[src/rtl/uart_cmd_pkg.sv]
// Shared constants and types for the UART command sequencer.
// Holds the frame header default, opcodes, ack bytes and parser states.
package uart_cmd_pkg;

  localparam logic [7:0] HDR_DEFAULT = 8'hA5;

  localparam logic [7:0] OP_RATE  = 8'h01;
  localparam logic [7:0] OP_START = 8'h02;
  localparam logic [7:0] OP_DATA  = 8'h03;
  localparam logic [7:0] OP_PUSH  = 8'h04;
  localparam logic [7:0] OP_CLEAR = 8'h05;
  localparam logic [7:0] OP_PLAY  = 8'h06;

  localparam logic [7:0] ACK_BYTE = 8'h06;
  localparam logic [7:0] NAK_BYTE = 8'h15;

  typedef enum logic [2:0] {
    IDLE,
    CMD,
    ARG,
    CSUM,
    EXEC
  } parser_state_t;

endpackage

[src/rtl/uart_cmd_pat_store.sv]
// Pattern store: PAT_DEPTH x 8 register file with one write port, one
// combinational read port and length / write / read pointer bookkeeping.
// The read port shows entry 0 while play is asserted, else the read pointer.
module uart_cmd_pat_store #(
  parameter int PAT_DEPTH = 8,
  localparam int AW = $clog2(PAT_DEPTH)
) (
  input  logic       clk,
  input  logic       reset,
  input  logic       push,
  input  logic [7:0] push_data,
  input  logic       clear,
  input  logic       play,
  input  logic       step,
  output logic [7:0] rd_data,
  output logic       full,
  output logic       empty
);

  logic [7:0]    mem [PAT_DEPTH];
  logic [AW:0]   len;
  logic [AW-1:0] wr_ptr;
  logic [AW-1:0] rd_ptr;

  // pattern contents are deliberately left unreset
  always_ff @(posedge clk) begin
    if (push) mem[wr_ptr] <= push_data;
  end

  // length and pointer bookkeeping; read pointer wraps at len-1
  always_ff @(posedge clk or posedge reset) begin
    if (reset) begin
      len    <= '0;
      wr_ptr <= '0;
      rd_ptr <= '0;
    end else if (clear) begin
      len    <= '0;
      wr_ptr <= '0;
      rd_ptr <= '0;
    end else begin
      if (push) begin
        wr_ptr <= wr_ptr + 1'b1;
        len    <= len + 1'b1;
      end
      if (play)
        rd_ptr <= (len == (AW+1)'(1)) ? '0 : AW'(1);
      else if (step)
        rd_ptr <= ({1'b0, rd_ptr} == len - 1'b1) ? '0 : rd_ptr + 1'b1;
    end
  end

  assign rd_data = mem[play ? '0 : rd_ptr];
  assign full    = (len == (AW+1)'(PAT_DEPTH));
  assign empty   = (len == '0);

endmodule

[src/rtl/uart_cmd_sequencer.sv]
// Framed UART command parser and pattern playback scheduler.
// Frames are header, opcode, argument, checksum (opcode ^ argument).
// Optional ack/nak generation is enabled by defining UART_CMD_ACK_EN.
module uart_cmd_sequencer
  import uart_cmd_pkg::*;
#(
  parameter int         PAT_DEPTH   = 8,
  parameter int         TIMEOUT_CYC = 1000000,
  parameter logic [7:0] HDR_BYTE    = HDR_DEFAULT
) (
  input  logic       clk,
  input  logic       reset,
  input  logic       rx_valid,
  input  logic [7:0] rx_data,
  input  logic       tick,
  output logic [1:0] rate,
  output logic       start,
  output logic [7:0] data,
  output logic       busy,
  output logic       err,
  output logic       tx_valid,
  output logic [7:0] tx_data
);

  localparam int          TW       = $clog2(TIMEOUT_CYC + 1);
  localparam logic [TW-1:0] TMO_LOAD = TW'(TIMEOUT_CYC - 1);

  parser_state_t state;
  logic [7:0]    opcode;
  logic [7:0]    arg;
  logic [TW-1:0] tmo_cnt;
  logic          playing;
  logic          in_frame;
  logic          exec;
  logic          tmo_hit;
  logic          csum_bad;
  logic          cmd_err;
  logic          push;
  logic          clear;
  logic          play;
  logic          step;
  logic          full;
  logic          empty;
  logic [7:0]    pat_rd_data;

  assign in_frame = (state == CMD) || (state == ARG) || (state == CSUM);
  assign exec     = (state == EXEC);
  assign tmo_hit  = in_frame && !rx_valid && (tmo_cnt == '0);
  assign csum_bad = (state == CSUM) && rx_valid && (rx_data != (opcode ^ arg));
  assign busy     = (state != IDLE);
  // a tick landing on the EXEC cycle is dropped so the command wins
  assign step     = !exec && playing && start && tick;

  // decode the latched opcode during EXEC into store strobes and errors
  always_comb begin
    cmd_err = 1'b0;
    push    = 1'b0;
    clear   = 1'b0;
    play    = 1'b0;
    if (exec) begin
      case (opcode)
        OP_RATE, OP_START, OP_DATA: begin end
        OP_PUSH:  if (full) cmd_err = 1'b1; else push = 1'b1;
        OP_CLEAR: clear = 1'b1;
        OP_PLAY:  if (empty) cmd_err = 1'b1; else play = 1'b1;
        default:  cmd_err = 1'b1;
      endcase
    end
  end

  // parser FSM with inter-byte timeout and registered command outputs
  always_ff @(posedge clk or posedge reset) begin
    if (reset) begin
      state   <= IDLE;
      opcode  <= '0;
      arg     <= '0;
      tmo_cnt <= TMO_LOAD;
      rate    <= '0;
      start   <= 1'b0;
      data    <= '0;
      playing <= 1'b0;
      err     <= 1'b0;
    end else begin
      err <= tmo_hit || csum_bad || cmd_err;
      if (rx_valid || !in_frame)
        tmo_cnt <= TMO_LOAD;
      else if (tmo_cnt != '0)
        tmo_cnt <= tmo_cnt - 1'b1;
      case (state)
        IDLE: if (rx_valid && rx_data == HDR_BYTE) state <= CMD;
        CMD: begin
          if (rx_valid) begin
            opcode <= rx_data;
            state  <= ARG;
          end else if (tmo_hit) state <= IDLE;
        end
        ARG: begin
          if (rx_valid) begin
            arg   <= rx_data;
            state <= CSUM;
          end else if (tmo_hit) state <= IDLE;
        end
        CSUM: begin
          if (rx_valid) state <= csum_bad ? IDLE : EXEC;
          else if (tmo_hit) state <= IDLE;
        end
        EXEC: begin
          // a byte arriving here is judged as the start of the next frame
          state <= (rx_valid && rx_data == HDR_BYTE) ? CMD : IDLE;
          case (opcode)
            OP_RATE:  rate  <= arg[1:0];
            OP_START: start <= arg[0];
            OP_DATA: begin
              data    <= arg;
              playing <= 1'b0;
            end
            OP_CLEAR: playing <= 1'b0;
            OP_PLAY: begin
              if (play) begin
                data    <= pat_rd_data;
                playing <= 1'b1;
              end
            end
            default: begin end
          endcase
        end
        default: state <= IDLE;
      endcase
      if (step) data <= pat_rd_data;
    end
  end

`ifdef UART_CMD_ACK_EN
  logic frame_end;
  logic frame_nak;

  assign frame_end = tmo_hit || csum_bad || exec;
  assign frame_nak = tmo_hit || csum_bad || cmd_err;

  // one ack/nak byte per completed or rejected frame
  always_ff @(posedge clk or posedge reset) begin
    if (reset) begin
      tx_valid <= 1'b0;
      tx_data  <= '0;
    end else begin
      tx_valid <= frame_end;
      if (frame_end) tx_data <= frame_nak ? NAK_BYTE : ACK_BYTE;
    end
  end
`else
  assign tx_valid = 1'b0;
  assign tx_data  = '0;
`endif

  uart_cmd_pat_store #(
    .PAT_DEPTH(PAT_DEPTH)
  ) u_pat_store (
    .clk      (clk),
    .reset    (reset),
    .push     (push),
    .push_data(arg),
    .clear    (clear),
    .play     (play),
    .step     (step),
    .rd_data  (pat_rd_data),
    .full     (full),
    .empty    (empty)
  );

endmodule

[config.mk]
export PLATFORM = sky130hd
export DESIGN_NAME = uart_cmd_sequencer
export DESIGN_NICKNAME = d
export VERILOG_FILES = /design/src/rtl/uart_cmd_pkg.sv /design/src/rtl/uart_cmd_pat_store.sv /design/src/rtl/uart_cmd_sequencer.sv
export SDC_FILE = /design/constraint.sdc
export NUM_CORES = 1
export LEC_CHECK = 0
export BUFFER_PORTS_ARGS = -buffer_cell sky130_fd_sc_hd__clkbuf_2
export CAP_MARGIN = 20
export CORE_MARGIN = 2
export CORE_UTILIZATION = 45
export CTS_BUF_LIST = sky130_fd_sc_hd__clkbuf_2 sky130_fd_sc_hd__clkbuf_4 sky130_fd_sc_hd__clkbuf_8
export DETAILED_ROUTE_END_ITERATION = 8
export HOLD_SLACK_MARGIN = 0.05
export SYNTH_ARGS = -nofsm -noshare
export SYNTH_HDL_FRONTEND = slang
export SYNTH_HIERARCHICAL = 1
export SYNTH_SLANG_ARGS = --single-unit
[constraint.sdc]
create_clock -name clk -period 3.6 [get_ports clk]
set_input_delay 0.54 -clock clk [delete_from_list [all_inputs] [get_ports clk]]
set_output_delay 0.54 -clock clk [all_outputs]
set_load 0.1 [all_outputs]
======== Yosys cells after proc, flatten, opt, wreduce, memory -nomap -nowiden ========
Memories as Yosys holds them, arrays and structs flattened.
Index checks and enable logic that the tools add are counted.
storage, ports and cells
  bits in registers ....................... 62
  memory bits (writable) .................. 64
  bits of input ports ..................... 12
  output and inout port bits .............. 22
  word-level logic and storage cells ...... 112
  memories kept ........................... 1
memories
  name             words  width  rd ports  clocked after Yosys merged registers in  write ports  RTL line                  text
  u_pat_store.mem  8      8      1         0                                        1            uart_cmd_pat_store.sv:20  logic [7:0] mem [PAT_DEPTH];
operators by class
  add/subtract/negate cells ............... 5
  equal/unequal tests ..................... 18
  multiplexer cells ....................... 40
  bitwise gates (word level) .............. 1
  reductions and logical operators ........ 35
operator list
  operator                 count
  $mux W20                 2
  $mux W3                  13
  $eq A8 B3 Y1 const B     3
  $mux W8                  3
  $logic_not A20 Y1        1
  $reduce_bool A20 Y1      1
  $sub A20 B1 Y20 const B  1
  $eq A8 B2 Y1 const B     2
  $mux W1                  16
  $pmux W8 S2              1
  $pmux W3 S5              1
  $reduce_bool A3 Y1       3
  $eq A8 B1 Y1 const B     1
  $eq A8 B8 Y1 const B     1
  $logic_and A1 B1 Y1      8
  $mux W4                  2
  $ne A8 B8 Y1             1
  $reduce_and A2 Y1        4
  $reduce_bool A2 Y1       4
  $xor A8 B8 Y8            1
  $add A3 B1 Y3 const B    2
  $eq A3 B2 Y1 const B     2
  $reduce_and A3 Y1        2
  $logic_or A1 B1 Y1       5
  17 further kinds         19

======== Depth between registers and ports, before layout ========
An unclocked memory read counts as a cell.
  depth after elaboration ................. 10
  mapped depth ............................ 10

======== By module ========
Netlist, hierarchy kept.
by module, submodules not included
  module              times used  cells an instance  area each (µm²)  seq. area each (µm²)
  uart_cmd_pat_store  1           202                3,129.3          2,172.1
  uart_cmd_sequencer  1           271                2,964.1          1,316.3

======== Least setup slack after synthesis ========
OpenSTA, ideal clock, no wires.
  path type ............................... flip-flop to flip-flop
  start point ............................. register state[1]
  end point ............................... memory u_pat_store.mem[4][0] (enable)
  arrival time ............................ 2,641 ps
  data required time ...................... 3,217 ps
  setup slack ............................. 576 ps
  cell stages (with the launch flop) ...... 8
  path buffers ............................ 2
  period minus slack after synthesis ...... 3,024 ps
  cells stage by stage .................... dfrtp_1 or3b_1 or3_1 buf_4 nor4_1 clkbuf_1 nand2_1 nor3_1
between the ends
  word-level cells in the longest chain between the ends .. 4
RTL lines
  item                           RTL line                   text
  from (decl)                    uart_cmd_sequencer.sv:28   parser_state_t state;
  from (signal assigned)         uart_cmd_sequencer.sv:104  if (rx_valid) state <= csum_bad ? IDLE : EXEC;
  from (signal assigned)         uart_cmd_sequencer.sv:109  state <= (rx_valid && rx_data == HDR_BYTE) ? CMD : IDLE;
  $eq A3 B3 Y1                   uart_cmd_sequencer.sv:47   assign exec = (state == EXEC);
  $mux W1                        uart_cmd_sequencer.sv:60   if (exec) begin
  via push                       uart_cmd_sequencer.sv:38   logic push;
  $mux W1                        uart_cmd_pat_store.sv:27   if (push) mem[wr_ptr] <= push_data;
  $mux W1 (not written as such)  uart_cmd_pat_store.sv:27
  to (decl)                      uart_cmd_pat_store.sv:20
The timed path passes the listed nets, and every way through them passes these cells.

======== Final worst setup path ========
  start point ............................. register state[0]
  end point ............................... register data[3]
between the ends
  word-level cells in the longest chain between the ends .. 8
  elaborated cells between the ends (all ways) .. 16
RTL lines
  item                  RTL line                   text
  $eq A3 B3 Y1 *        uart_cmd_sequencer.sv:47
  $mux W1 *             uart_cmd_sequencer.sv:60
  via play              uart_cmd_sequencer.sv:40   logic play;
  $mux W3 *             uart_cmd_pat_store.sv:52   assign rd_data = mem[play ? '0 : rd_ptr];
  $mem_v2 Z8 W8 *       --
  via pat_rd_data[3]    uart_cmd_sequencer.sv:44   logic [7:0] pat_rd_data;
  $mux W8               uart_cmd_sequencer.sv:119  if (play) begin
  $pmux W8 S2           uart_cmd_sequencer.sv:110  case (opcode)
  $mux W8               uart_cmd_sequencer.sv:89   case (state)
  $mux W8 *             uart_cmd_sequencer.sv:129  if (step) data <= pat_rd_data;
  to (signal assigned)  uart_cmd_sequencer.sv:114  data <= arg;
  to (signal assigned)  uart_cmd_sequencer.sv:120  data <= pat_rd_data;
  to (signal assigned)  uart_cmd_sequencer.sv:129
  to (decl)             uart_cmd_sequencer.sv:18   output logic [7:0] data,
The timed path passes the listed nets; every way through them passes the cells marked *. The select of a mux whose other input is x is not followed.
A chain may end at the register's enable or synchronous reset.

==> results.json <==
{
  "p_leak_nw": 2.558,
  "synth_top_area_share": 0.3154,
  "path_class": "reg -> reg",
  "tns_ns": 0,
  "cts_max_path_buffers": 2,
  "first_pass_iters": 5,
  "cts-hold-fix-buffers": 0,
  "hpwl_um": 8440,
  "period_share": 0.8952,
  "crit_path_start_kind": "flop",
  "path_clk_slew_ns": 0.08,
  "finalInstanceArea_um2": 6764,
  "synth.most_common_cell": "edfxtp_1",
  "internal-power_mw": 2.546,
  "slew_violations": 0,
  "setup-violations-final": 0,
  "die_h_um": 120.4,
  "hp-class": "in -> async",
  "die_w_um": 120.4,
  "synth_edf_count": 64,
  "antennaDiodeCount": 0,
  "power_frac_clock": 0.289,
  "yosys_warnings": 6,
  "wl_per_cell_um": 17.26,
  "die_area_um2": 14490,
  "swShare": 0.3225,
  "finalCriticalPeriod_ns": 3.223,
  "grt_pass1_vias": 3884,
  "ys_types": 70,
  "cp_top_family": "simple AND/OR/NAND/NOR gates",
  "rsz0062_at_grt": "false",
  "initial_core_util": 0.4601,
  "p_switching_mw": 1.212,
  "cts.sinks": 126,
  "cpMaxStageDelayCell": "or3_1",
  "synth_common_cells": "64 x edfxtp_1, 50 x dfrtp_1, 41 x nor2_1",
  "relSlewSlack": 0.3752,
  "rows": 42,
  "pwr-share-comb": 0.171,
  "drv_cap": 0,
  "layout-drive-gt1-share": 0.2486,
  "dp_cells": 667,
  "worst_ep_required_time_ns": 3.91,
  "p_per_area_nw_per_um2": 555.5,
  "track_usage": 0.1848,
  "worstMarginPinSlew_ns": 0.9372,
  "grt_antenna_before_repair": 0,
  "synth_top_cell_by_area": "edfxtp_1",
  "vias_per_cell": 5.474,
  "drc": 0,
  "area_delta_synth_final_pct": 11.01,
  "synth_ff_type": "edfxtp_1",
  "crit_path_max_fanout": 11,
  "arrival_ns": 3.53,
  "nets": 529,
  "wl_um": 12070,
  "root_buffer": "clkbuf_8",
  "ioPinCount": 34,
  "tritoncts": "done",
  "gp_congestion": 0.8610,
  "async_reset_ff_frac": 0.4921,
  "clk_latency_ns": 0.44,
  "critPathCaptureType": "flop",
  "cp_cell_sequence": "or3b_1 -> or3_1 -> nor4_2 -> clkinv_1 -> a21o_1 -> o22ai_1 -> a21oi_1 -> mux2i_1 -> a21oi_2",
  "final_cells": 699,
  "yosysSeqAreaShare": 0.5725,
  "power_frac_seq": 0.540,
  "yosys-top-cells-area": "edfxtp_1 32%, dfrtp_1 21%, dfstp_2 5.2%, mux2_2 3.3%, mux2i_1 3.0%",
  "postCtsResizedCells": 0,
  "syn-cell-area_um2": 6093,
  "finalHoldViolCount": 0,
  "pre_cts_ws_ns": 0.3872,
  "fin_skew_ns": 0.01080,
  "num_vias": 3826,
  "status": "finished clean",
  "ant_nets": 0,
  "critPathMaxStageDelay_ns": 0.56,
  "drtIter0Drc": 249,
  "postCtsSetupRepairBufs": 0,
  "ys_ff_latch": 126,
  "coreArea_um2": 13240,
  "ctsHtreeMaxLevel": 4,
  "grt_overflow": 0,
  "numCtsBuffers": 17,
  "cp_num_buf_inv": 1,
  "synth.avg_cell_area_um2": 12.88,
  "io_buffers": 24,
  "worst_slack_ns": 0.3773,
  "grt_max_degree": 29,
  "grt_pass1_wl_um": 20420,
  "post_dp_cell_area_um2": 6411,
  "holdWs_ns": 0.06194,
  "ir_worst_vdd_v": 0.0003986,
  "syn_inst": 473,
  "clock.fmax_mhz": 310.3
}
==> power by group through the flow <==
stage | clock [mW] | sequential [mW] | combinational [mW]
2_1_floorplan | 0 | 1.92 | 0.597
3_3_place_gp | 0 | 2.04 | 0.642
3_5_place_dp | 0 | 2.06 | 0.652
4_1_cts | 1.12 | 2.03 | 0.654
5_1_grt | 1.18 | 2.07 | 0.710
6_report | 1.09 | 2.03 | 0.644
==> through the flow <==
stage	total power, mW	utilization
after floorplan	2.513	-
after global placement	2.687	0.4841
after detailed placement	2.714	0.4841
after CTS	3.801	0.5108
after global routing	3.956	0.5108
final	3.757	0.5108
==> placed cells by master (no fill, tap or decap), types with 7 or more instances in the layout <==
master / Yosys / layout
xor2_1: 12 / 12
a21oi_1: 19 / 19
xnor2_1: 13 / 13
clkbuf_8: 0 / 17
dfstp_2: 12 / 12
o22ai_1: 16 / 16
inv_1: 12 / 11
nor2_1: 41 / 41
a2bb2oi_1: 8 / 8
mux2_2: 18 / 18
clkbuf_2: 0 / 24
mux2i_1: 18 / 18
ha_1: 7 / 7
edfxtp_1: 64 / 64
nand2_1: 26 / 26
mux4_2: 8 / 8
conb_1: 1 / 9
buf_4: 11 / 16
dfrtp_1: 50 / 50
==> layer usage <==
layer	up-vias	share of wire	wire [µm]	global-route usage
li1	1820	-	-	-
met1	1920	0.46	5578	0.2435
met2	72	0.49	5875	0.2959
met3	14	0.036	429	0.05142
met4	0	0.015	182	0.06250
met5	-	0	0	0
==> area by class of cell <==
class | count | area (µm²)
fillers | 1191 | 6479
flip-flops and latches | 126 | 3488
multi-input cells | 312 | 2414
clock buffers | 18 | 241.5
repair buffers | 40 | 240.2
well taps | 176 | 220.2
clock inverters | 14 | 111.4
inverters | 13 | 48.80
==> flip-flops by register name, summed over array words and instances, names as in the netlist <==
name	flops
u_pat_store/wr_ptr	3
u_pat_store/rd_ptr	3
rate	2
opcode	8
err	1
u_pat_store/len	4
start	1
playing	1
arg	8
data	8
u_pat_store/mem	64
state	3
tmo_cnt	20
==> path summary, 6_finish.rpt <==
path,endpoint,cells past startpoint,startpoint,slack [ns]
worst max-delay path,data[3],9,state[0],0.38
worst min register to register,tmo_cnt[18],2,tmo_cnt[18],0.51
max in group asynchronous,tmo_cnt[2],3,reset,2.70
worst max register to register,data[3],9,state[0],0.38
worst min-delay path,u_pat_store/rd_ptr[0],2,reset,0.06
min in group clk,arg[7],2,rx_data[7],0.39
==> worst reg2reg max path: cells and delay by family (launching register included) <==
kind	cells	cell delay (ns)
multiplexers	1	0.19
AND/OR/NAND/NOR	3	1.42
flip-flops	1	0.48
buffers and inverters	1	0.32
AO/OA/AOI/OAI	4	0.68
==> cells by family after synthesis <==
kind of cell,share of synthesized area
AOI/OAI and AO/OA,0.09302
xor gates and xnor gates,0.05811
adders and majority gates,0.01437
buffers and inverters,0.03737
DFF,0.5725
muxes,0.09240
other,0.0006154
and+or+nand+nor,0.1316
(Power assumes the default switching activity.)
